<file path="config.mk">
export PLATFORM = sky130hd
export DESIGN_NAME = pong_game_ctrl
export DESIGN_NICKNAME = d
export VERILOG_FILES = /design/src/rtl/pong_game_ctrl.sv
export SDC_FILE = /design/constraint.sdc
export NUM_CORES = 1
export LEC_CHECK = 0
export ABC_AREA = 0
export CORE_ASPECT_RATIO = 1.5
export CORE_MARGIN = 3
export CORE_UTILIZATION = 49
export DETAILED_ROUTE_END_ITERATION = 16
export PLACE_DENSITY = 0.84
export SYNTH_ARGS = -nofsm -noshare
export SYNTH_HDL_FRONTEND = slang
export SYNTH_SLANG_ARGS = --single-unit
</file>
<file path="constraint.sdc">
create_clock -name clk -period 3 [get_ports clk]
set_input_delay 0.6 -clock clk [delete_from_list [all_inputs] [get_ports clk]]
set_output_delay 0.6 -clock clk [all_outputs]
set_load 0.02 [all_outputs]
</file>
<file path="src/rtl/pong_game_ctrl.sv">
// Game-sequencing controller for the pong datapath.
// Tracks game state, BCD score, remaining lives and ball speed level. It
// takes per-frame and collision pulses from the datapath and returns
// ball hold/reload and speed-level controls to it. Every output is a register.
module pong_game_ctrl #(
    parameter int LIVES_INIT     = 3,   // lives loaded at game start (1..7)
    parameter int SERVE_FRAMES   = 120, // refresh ticks the ball is held before play
    parameter int MISS_FRAMES    = 60,  // refresh ticks of pause after a miss
    parameter int HITS_PER_LEVEL = 4,   // paddle hits per speed-level step
    parameter int MAX_LEVEL      = 7    // speed_level saturation value
) (
    input  logic        clk,
    input  logic        reset,
    input  logic        start,
    input  logic        refresh_tick,
    input  logic        hit,
    input  logic        miss,
    output logic        ball_hold,
    output logic        ball_reload,
    output logic [3:0]  speed_level,
    output logic [15:0] score_bcd,
    output logic [2:0]  lives,
    output logic        game_over,
    output logic [2:0]  state
);

    typedef enum logic [2:0] {
        S_IDLE  = 3'd0,
        S_SERVE = 3'd1,
        S_PLAY  = 3'd2,
        S_MISS  = 3'd3,
        S_OVER  = 3'd4
    } state_t;

    // The frame timer is shared by the serve and miss pauses. It counts
    // down from FRAMES-1 to 0, so it has to hold the larger of the two.
    localparam int TIMER_MAX = (SERVE_FRAMES > MISS_FRAMES) ? SERVE_FRAMES : MISS_FRAMES;
    localparam int TIMER_W   = (TIMER_MAX > 1) ? $clog2(TIMER_MAX) : 1;
    localparam int HIT_W     = (HITS_PER_LEVEL > 1) ? $clog2(HITS_PER_LEVEL) : 1;

    localparam logic [TIMER_W-1:0] SERVE_LOAD = TIMER_W'(SERVE_FRAMES - 1);
    localparam logic [TIMER_W-1:0] MISS_LOAD  = TIMER_W'(MISS_FRAMES - 1);
    localparam logic [HIT_W-1:0]   HIT_LAST   = HIT_W'(HITS_PER_LEVEL - 1);
    localparam logic [3:0]         LEVEL_MAX  = 4'(MAX_LEVEL);
    localparam logic [2:0]         LIVES_LOAD = 3'(LIVES_INIT);

    // Registered state
    state_t               state_q;
    logic [TIMER_W-1:0]   timer_q;
    logic [HIT_W-1:0]     hit_cnt_q;
    logic                 start_d_q;
    logic [15:0]          score_q;
    logic [2:0]           lives_q;
    logic [3:0]           speed_q;
    logic                 hold_q;
    logic                 reload_q;
    logic                 over_q;

    // Next-state values
    state_t               state_d;
    logic [TIMER_W-1:0]   timer_d;
    logic [HIT_W-1:0]     hit_cnt_d;
    logic [15:0]          score_d;
    logic [2:0]           lives_d;
    logic [3:0]           speed_d;
    logic                 hold_d;
    logic                 reload_d;
    logic                 over_d;
    logic                 start_pulse;

    // Add one to a four-digit BCD value. Carries ripple from the units
    // digit upward, and the value saturates at 9999 instead of wrapping.
    function automatic logic [15:0] bcd_inc(input logic [15:0] v);
        logic [15:0] r;
        logic        carry;
        r     = v;
        carry = 1'b1;
        if (v != 16'h9999) begin
            for (int i = 0; i < 4; i++) begin
                if (carry) begin
                    if (v[i*4 +: 4] == 4'd9) begin
                        r[i*4 +: 4] = 4'd0;
                    end else begin
                        r[i*4 +: 4] = v[i*4 +: 4] + 4'd1;
                        carry       = 1'b0;
                    end
                end
            end
        end
        return r;
    endfunction

    // The start button is a level. Only its rising edge starts a game.
    assign start_pulse = start & ~start_d_q;

    // Next-state logic: game sequencing plus score, lives and level bookkeeping
    always_comb begin
        // NOTE: every signal driven here gets a default first, so no path can leave one unassigned and infer a latch.
        state_d   = state_q;
        timer_d   = timer_q;
        hit_cnt_d = hit_cnt_q;
        score_d   = score_q;
        lives_d   = lives_q;
        speed_d   = speed_q;

        unique case (state_q)
            S_IDLE, S_OVER: begin
                if (start_pulse) begin
                    state_d   = S_SERVE;
                    score_d   = 16'h0000;
                    lives_d   = LIVES_LOAD;
                    speed_d   = 4'd0;
                    hit_cnt_d = '0;
                    timer_d   = SERVE_LOAD;
                end
            end

            S_SERVE: begin
                if (refresh_tick) begin
                    if (timer_q == '0) begin
                        state_d = S_PLAY;
                    end else begin
                        timer_d = timer_q - 1'b1;
                    end
                end
            end

            S_PLAY: begin
                // A miss takes priority. A hit in the same cycle is dropped.
                if (miss) begin
                    if (lives_q > 3'd1) begin
                        lives_d   = lives_q - 3'd1;
                        speed_d   = 4'd0;
                        hit_cnt_d = '0;
                        timer_d   = MISS_LOAD;
                        state_d   = S_MISS;
                    end else begin
                        lives_d = 3'd0;
                        state_d = S_OVER;
                    end
                end else if (hit) begin
                    score_d = bcd_inc(score_q);
                    if (hit_cnt_q == HIT_LAST) begin
                        hit_cnt_d = '0;
                        if (speed_q < LEVEL_MAX) begin
                            speed_d = speed_q + 4'd1;
                        end
                    end else begin
                        hit_cnt_d = hit_cnt_q + 1'b1;
                    end
                end
            end

            S_MISS: begin
                if (refresh_tick) begin
                    if (timer_q == '0) begin
                        state_d = S_SERVE;
                        timer_d = SERVE_LOAD;
                    end else begin
                        timer_d = timer_q - 1'b1;
                    end
                end
            end

            default: begin
                state_d = S_IDLE;
            end
        endcase

        // The ball outputs come from the next state so they line up with
        // the registered state. Reload fires only on the cycle SERVE is entered.
        hold_d   = (state_d != S_PLAY);
        reload_d = (state_d == S_SERVE) && (state_q != S_SERVE);
        over_d   = (state_d == S_OVER);
    end

    // State and output registers with synchronous reset
    always_ff @(posedge clk) begin
        // NOTE: sequential state uses non-blocking assignments, so every register samples the values from before the edge.
        if (reset) begin
            state_q   <= S_IDLE;
            timer_q   <= '0;
            hit_cnt_q <= '0;
            start_d_q <= 1'b1; // a start held through reset must not count as a press
            score_q   <= 16'h0000;
            lives_q   <= LIVES_LOAD;
            speed_q   <= 4'd0;
            hold_q    <= 1'b1;
            reload_q  <= 1'b0;
            over_q    <= 1'b0;
        end else begin
            state_q   <= state_d;
            timer_q   <= timer_d;
            hit_cnt_q <= hit_cnt_d;
            start_d_q <= start;
            score_q   <= score_d;
            lives_q   <= lives_d;
            speed_q   <= speed_d;
            hold_q    <= hold_d;
            reload_q  <= reload_d;
            over_q    <= over_d;
        end
    end

    assign state       = state_q;
    assign ball_hold   = hold_q;
    assign ball_reload = reload_q;
    assign speed_level = speed_q;
    assign score_bcd   = score_q;
    assign lives       = lives_q;
    assign game_over   = over_q;

endmodule

</file>
==> results of run 1 <==
-- path summary, 6_finish.rpt --
| kind | from | end |
|---|---|---|
| hold reg to reg | speed_level[2] | speed_level[2] |
| setup reg to reg | state[1] | score_bcd[10] |
| setup / recovery | start | score_bcd[15] |
| hold / removal | speed_level[2] | speed_level[2] |
-- synthesized netlist by cell type, types with 2 or more instances --
cell / instances
dfxtp_1: 39
nor2_1: 35
a21oi_1: 23
o21ai_0: 18
nand2_1: 17
nand3_1: 15
ha_1: 14
inv_1: 12
clkbuf_1: 7
nand3b_1: 7
a211oi_1: 6
a31oi_1: 4
and3_1: 4
and3b_1: 4
nand2b_1: 4
nor3_1: 4
nor3b_1: 4
or3_1: 4
a211o_1: 3
a21o_1: 3
mux2i_1: 3
nand4b_1: 3
nor2b_1: 3
xor2_1: 3
a311oi_1: 2
buf_2: 2
nand4_1: 2
o2111ai_1: 2
o211ai_1: 2
o21ba_2: 2
or4_1: 2
xnor2_1: 2
-- cells by family (layout without fill, tap and decap cells) --
kind of cell	count (synthesis)	in the layout	share of synthesized area
AND/OR/NAND/NOR	114	114	0.2820
AO/OA/AOI/OAI	75	75	0.2141
multiplexers	3	3	0.01348
adder cells (fa/ha/maj)	14	14	0.07865
buffers and inverters	22	57	0.04157
XOR/XNOR	5	5	0.01967
flip-flops	39	39	0.3506
-- layout make-up --
type                       count  area (um2)  share of cell area
clock buffer                   6       72.57             0.02656
clock inverter                 2       60.06             0.02198
inverter                      12       45.04             0.01648
timing repair buffer          37       362.8              0.1328
sequential                    39       780.7              0.2857
multi-input combinational    211        1354              0.4954
tap                           46       57.56             0.02106
-- worst min-delay path: cells and delay by family, from the launching register on --
family / cells / cell delay, ns
DFF: 1 / 0.33
AOI/OAI and AO/OA: 1 / 0.06
and+or+nand+nor: 1 / 0.06
-- report_power, final --
group / internal (mW) / switching, mW
registers: 0.551 / 0.0405
clock network: 0.333 / 0.197
logic: 0.127 / 0.183
-- sequential cells by signal, summed over array words and instances, names as in the netlist --
register     flops
score_bcd       16
hit_cnt_q        2
lives            3
ball_reload      1
state            3
timer_q          7
start_d_q        1
ball_hold        1
speed_level      4
game_over        1
-- layer usage --
metal	vias up	track usage
met5	-	0
met4	0	0.1144
met3	14	0.04380
met2	60	0.3410
met1	967	0.2433
li1	1056	-
-- stage by stage --
step                hold slack [ns]  std cells
finish                       0.5051        353
detailed placement           0.4941        345
CTS                          0.5092        353
floorplan                    0.4496        272
global route                 0.5358        353
global placement             0.4721        345
==> results.tsv, run 1 <==
metric	value	unit
setup_ws	0.5014	ns
clockRootBuffer	clkbuf_8	
drive_gt1_frac	0.06189	
fin_total_pwr	1.431	mW
setup_viol	0	
placed_area	2600	um2
gp_congestion	0.9071	
final_common_cell	dfxtp_1	
track_usage	0.2072	
utilization	0.6329	
ff2ff_path_depth	6	
status	completed	
hold_viol	0	
via_count	2097	
critPathMaxStageDelay	0.52	ns
cts_hold_buf	0	
drtIter0Drc	117	
finalWirelength	5157	um
critPathBufInv	1	
rsz0062_at_grt	false	
dp_slack	0.2341	ns
dr_wl_met2	2621	um
final_cell_mix	dfxtp_1 (39), nor2_1 (35), clkdlybuf4s50_1 (34)	
overflow	0	
grt_pass1_wl	8625	um
synth_nets	292	
arrival	2.74	ns
grt_start_max_net_pins	31	
syn2layout_area_growth	22.70	%
synth_edf_count	0	
cts_buffer_depth	2	
cp_slowest_cell	nor4b_4	
hp-class	register to register	
drtPass1Iterations	4	
ys_types	49	
nets	326	
skew	0.01378	ns
n_antenna_cell	0	
avgSynthCellArea	8.188	um2
fp.dieH	88.57	um
cts_made_buffers	5	
start_util	0.5158	
post-route-period-util	0.8329	
synth_top_area_share	0.3506	
synth_cells	272	
regToRegSetupSlack	0.55	ns
netlist_top_cells_area	dfxtp_1 (35%), ha_1 (7.9%), nor2_1 (5.9%), a21oi_1 (5.2%), o21ai_0 (4.0%)	
worst_pin_slew	0.5931	ns
path_depth	6	
critPathTopFamily	simple AND/OR/NAND/NOR gates	
drv_cap	0	
core_region_area	4318	um2
design_area	2733	um2
finalCriticalPeriod	2.499	ns
die_area	5407	um2
maxSlewHeadroom	0.6029	
ys_ff_latch	39	
dr_wl_met3	191	um
netlist_area	2227	um2
cp.required	3.24	ns
fmax	400.2	MHz
synth-main-ff-cell	dfxtp_1	
ant_nets	0	
crit_type	input port to register	
io_buffers	34	
dp_hpwl	3737	um
htreeDepth	2	
routed.top_layer	met4	
yosysSeqAreaShare	0.3506	
rows	29	
finalMaxSlewViolations	0	
cp-end-kind	register	
vdd.ir_drop.worst	0.0003003	V
path_clk_slew	0.09	ns
clkSinkCount	39	
io_pins	35	
wire_per_inst	14.61	um
post_cts_buffers	0	
yosysTopAreaCell	dfxtp_1	
setup_tns	0	ns
antenna_found_initial	0	
fillers	355	
path_max_fanout	10	
powerDensity	523.8	nW/um2
whs_path_depth	2	
startpoint_type	input port	
routed_via_density	5.941	
async_flop_share	0	
cts_resized	0	
yosys_warnings	0	
die_w	61.05	um
wl_met1	2209	um
cts_tree	done	
path_cells	clkdlybuf4s50_1 > nor4b_4 > a21oi_2 > a211o_1 > or4_1 > a21oi_1	
drc_errors	0	
clk-insertion-delay-late	0.30	ns
grt_pass1_vias	1970	
total_leakage_power	1.028	nW
Power figures use the tool's default switching activity.
==> inputs of run 2 (changes only) <==
CORE_UTILIZATION = 48   (was 49)
PLACE_DENSITY = 0.85   (was 0.84)
clock period = 2.17 ns   (was 3 ns; I/O delays follow)
==> run 2 against run 1 <==
Compared with the run above:
- sequential power is 36% higher
- final area grew 5.0%
- critical path depth down 1
- flip-flop and latch count unchanged
- sequential share of layout area down 1.3 points
==> results.tsv, run 2 (synthesized netlist as in run 1, its figures left out) <==
metric	value	unit
cp-end-kind	register	
drc_errors	0	
vdd.ir_drop.worst	0.0003439	V
cts_hold_buf	0	
post-route-period-util	0.9413	
startpoint_type	register	
dp_slack	-0.03360	ns
io_pins	35	
n_antenna_cell	0	
drv_cap	0	
fmax	489.6	MHz
nets	346	
finalWirelength	5390	um
worst_pin_slew	0.5433	ns
grt_pass1_vias	2151	
rsz0062_at_grt	false	
core_region_area	4354	um2
syn2layout_area_growth	28.82	%
post_cts_buffers	0	
setup_ws	0.1274	ns
gp_congestion	0.8980	
cts_tree	done	
path_max_fanout	13	
final_common_cell	dfxtp_1	
fp.dieH	89.43	um
io_buffers	34	
crit_type	register to register	
multi_input_area	1354	um2
cp.required	2.36	ns
start_util	0.5115	
cts_made_buffers	5	
clk-insertion-delay-late	0.30	ns
final_cell_mix	dfxtp_1 (38), nor2_1 (35), clkdlybuf4s50_1 (34)	
htreeDepth	2	
largest_reg_flops	16	
placed_area	2750	um2
routed_via_density	5.968	
hold_slack	0.4877	ns
dp_hpwl	4037	um
cts_buffer_depth	2	
track_usage	0.2180	
design_area	2869	um2
seqCellArea	782.0	um2
drtIter0Drc	127	
maxSlewHeadroom	0.6362	
overflow	0	
powerDensity	676.4	nW/um2
fillers	360	
grt_start_max_net_pins	19	
finalMaxSlewViolations	0	
antenna_found_initial	0	
cts_resized	0	
clkSinkCount	39	
drtPass1Iterations	4	
status	completed	
die_w	61.62	um
finalCriticalPeriod	2.043	ns
ant_nets	0	
clockRootBuffer	clkbuf_8	
setup_viol	0	
total_leakage_power	1.122	nW
arrival	2.23	ns
grt_pass1_wl	9190	um
hp-class	register to register	
via_count	2226	
hold_viol	0	
path_clk_slew	0.08	ns
rows	29	
skew	0.01234	ns
drive_gt1_frac	0.1254	
wire_per_inst	14.45	um
die_area	5510	um2
-- run 2: cell type report --
class                           instances  area share
Tap cell                               46     0.02006
Sequential cell                        39      0.2726
Inverter                               12     0.01570
Clock buffer                            6     0.02878
Clock inverter                          2     0.01221
Timing Repair Buffer                   57      0.1788
Multi-Input combinational cell        211      0.4719
-- run 2: stage by stage --
| step | cells | total power [mW] | setup TNS (ns) | utilization |
|---|---|---|---|---|
| after detailed placement | 365 | 1.315 | -0.1660 | 0.6316 |
| after global routing | 373 | 2.051 | 0 | 0.6589 |
| final | 373 | 1.941 | 0 | 0.6589 |
| after global placement | 365 | 1.299 | -0.02387 | 0.6316 |
| after CTS | 373 | 1.947 | 0 | 0.6586 |
| after floorplan | 272 | 1.135 | 0 | - |
-- run 2: power by group --
part | internal (mW) | total [mW] | leakage [nW] | switching, mW
Combinational | 0.224 | 0.499 | 0.743 | 0.275
Sequential | 0.761 | 0.806 | 0.317 | 0.0446
Clock | 0.372 | 0.636 | 0.0612 | 0.264
-- run 2: path summary, 6_finish.rpt --
kind | startpoint | to | slack (ns) | cells past startpoint
setup / recovery | state[1] | speed_level[1] | 0.13 | 5
hold reg to reg | timer_q[5] | timer_q[5] | 0.49 | 1
setup reg to reg | state[1] | speed_level[1] | 0.13 | 5
hold / removal | timer_q[5] | timer_q[5] | 0.49 | 1
-- run 2: metal layers --
metal  GRT usage  wire length [um]  vias up
li1            -                 -     1100
met1      0.2441              2221     1039
met2      0.3718              2779       71
met3     0.05058               221       16
met4      0.1139               167        0
met5           0                 0        -
-- run 2: worst max-delay path: stages (launching register included) --
cell and delay (ns):
dfxtp_1 0.44, or3b_2 0.63, a311oi_1 0.35, o2111ai_1 0.26, mux2i_1 0.21, nor2_1 0.05
==> inputs of run 3 (changes only) <==
CORE_UTILIZATION = 49   (was 48)
DONT_BUFFER_PORTS = 1   (was not set)
PLACE_DENSITY = 0.76   (was 0.85)
==> run 3 against run 2 <==
Compared with the run above:
- maximum frequency is 0.11% lower
- critical path depth did not move
- clock skew is 0.0052 ns lower
- final area is 9.5% lower
- final cell count shrank 7.2%
- wire length is 2.8% lower
- largest power group unchanged
==> results.tsv, run 3 (synthesized netlist as in run 1, its figures left out) <==
metric	value	unit
die_w	61.05	um
grt_pass1_vias	2031	
crit_type	register to register	
critPathMaxStageDelay	0.55	ns
hp-class	input port to register	
utilization	0.6013	
grt_pass1_wl	9080	um
ant_nets	0	
hold_slack	0.2011	ns
power_frac_comb	0.235	
design_area	2596	um2
via_count	2117	
cts_tree	done	
regToRegSetupSlack	0.13	ns
syn2layout_area_growth	16.57	%
cp.required	2.40	ns
pwr-share-seq	0.429	
vdd.ir_drop.worst	0.0003558	V
n_antenna_cell	0	
clk-insertion-delay-late	0.29	ns
final_cells	346	
pwr-share-clk	0.336	
finalCriticalPeriod	2.045	ns
arrival	2.27	ns
drtPass1Iterations	4	
cp-end-kind	register	
setup_viol	0	
placed_area	2462	um2
setup_tns	0	ns
powerDensity	730.2	nW/um2
power.internal	1.324	mW
cts_made_buffers	5	
fp.dieH	88.57	um
drc_errors	0	
worst_pin_slew	0.5462	ns
grt_start_max_net_pins	32	
total_leakage_power	1.053	nW
hold_viol	0	
track_usage	0.2181	
path_cells	nor4b_4 > a21oi_2 > a211o_1 > or4_1 > a21oi_1	
dp_slack	0.1156	ns
drtIter0Drc	108	
largest_reg_flops	16	
clkSinkCount	39	
drive_gt1_frac	0.1633	
path_max_fanout	8	
fillers	379	
status	completed	
drv_cap	0	
setup_ws	0.1250	ns
htreeDepth	2	
fin_total_pwr	1.896	mW
rsz0062_at_grt	false	
fmax	489.0	MHz
path_clk_slew	0.08	ns
post-route-period-util	0.9424	
cts_buffer_depth	2	
die_area	5407	um2
finalWirelength	5240	um
wire_per_inst	15.14	um
rows	29	
dp_hpwl	3853	um
skew	0.007131	ns
sw_frac_of_total	0.3016	
gp_congestion	0.8914	
clockRootBuffer	clkbuf_8	
routed_via_density	6.118	
post_cts_buffers	0	
cp_slowest_cell	nor4b_4	
nets	319	
dpl.cell_count	338	
overflow	0	
final_common_cell	dfxtp_1	
maxSlewHeadroom	0.6343	
finalMaxSlewViolations	0	
io_pins	35	
antenna_found_initial	0	
core_region_area	4318	um2
startpoint_type	register	
io_buffers	0	
start_util	0.5158	
switchingPower	0.5716	mW
final_cell_mix	dfxtp_1 (38), nor2_1 (35), buf_4 (30)	
run 3: cell count changes in the layout (fill, tap and decap cells not counted), sizes merged:
cell,change
clkdlybuf4s50,-34
buf,+7
run 3: power groups by stage:
| stage | Sequential [mW] | Combinational, mW | Clock (mW) |
|---|---|---|---|
| 2_1_floorplan | 0.831 | 0.303 | 0 |
| 3_3_place_gp | 0.822 | 0.419 | 0 |
| 3_5_place_dp | 0.825 | 0.426 | 0 |
| 4_1_cts | 0.808 | 0.430 | 0.646 |
| 5_1_grt | 0.819 | 0.504 | 0.672 |
| 6_report | 0.812 | 0.446 | 0.637 |
run 3: final timing paths:
kind / start / endpoint / cells after the start
setup / recovery: state[0] / score_bcd[15] / 5
hold / removal: reset / score_bcd[15] / 1
setup reg to reg: state[0] / score_bcd[15] / 5
hold reg to reg: timer_q[5] / timer_q[5] / 1
run 3: worst max-delay path: cells and delay by family (launching register included):
family / cells / cell delay [ns]
AND/OR/NAND/NOR: 2 / 1.02
flip-flops: 1 / 0.42
AO/OA/AOI/OAI: 3 / 0.55
run 3: cell type report:
| class | instances | area (um2) | area share |
|---|---|---|---|
| Multi-Input combinational cell | 211 | 1369 | 0.5272 |
| Sequential cell | 39 | 782.0 | 0.3012 |
| Timing Repair Buffer | 30 | 225.2 | 0.08675 |
| Clock buffer | 6 | 82.58 | 0.03181 |
| Tap cell | 46 | 57.56 | 0.02217 |
| Inverter | 12 | 45.04 | 0.01735 |
| Clock inverter | 2 | 35.03 | 0.01349 |
run 3: what timing repair did:
item                                    in CTS  in global routing
hold buffers                                 0                  0
endpoints found under the setup margin       0                 11
resized for setup                            0                  4
run 3: layer usage:
layer	share of wire	up-vias	track usage
met5	0	-	0
met4	0.028	0	0.1144
met3	0.057	13	0.06715
met2	0.51	62	0.3642
met1	0.40	1005	0.2409
li1	-	1037	-
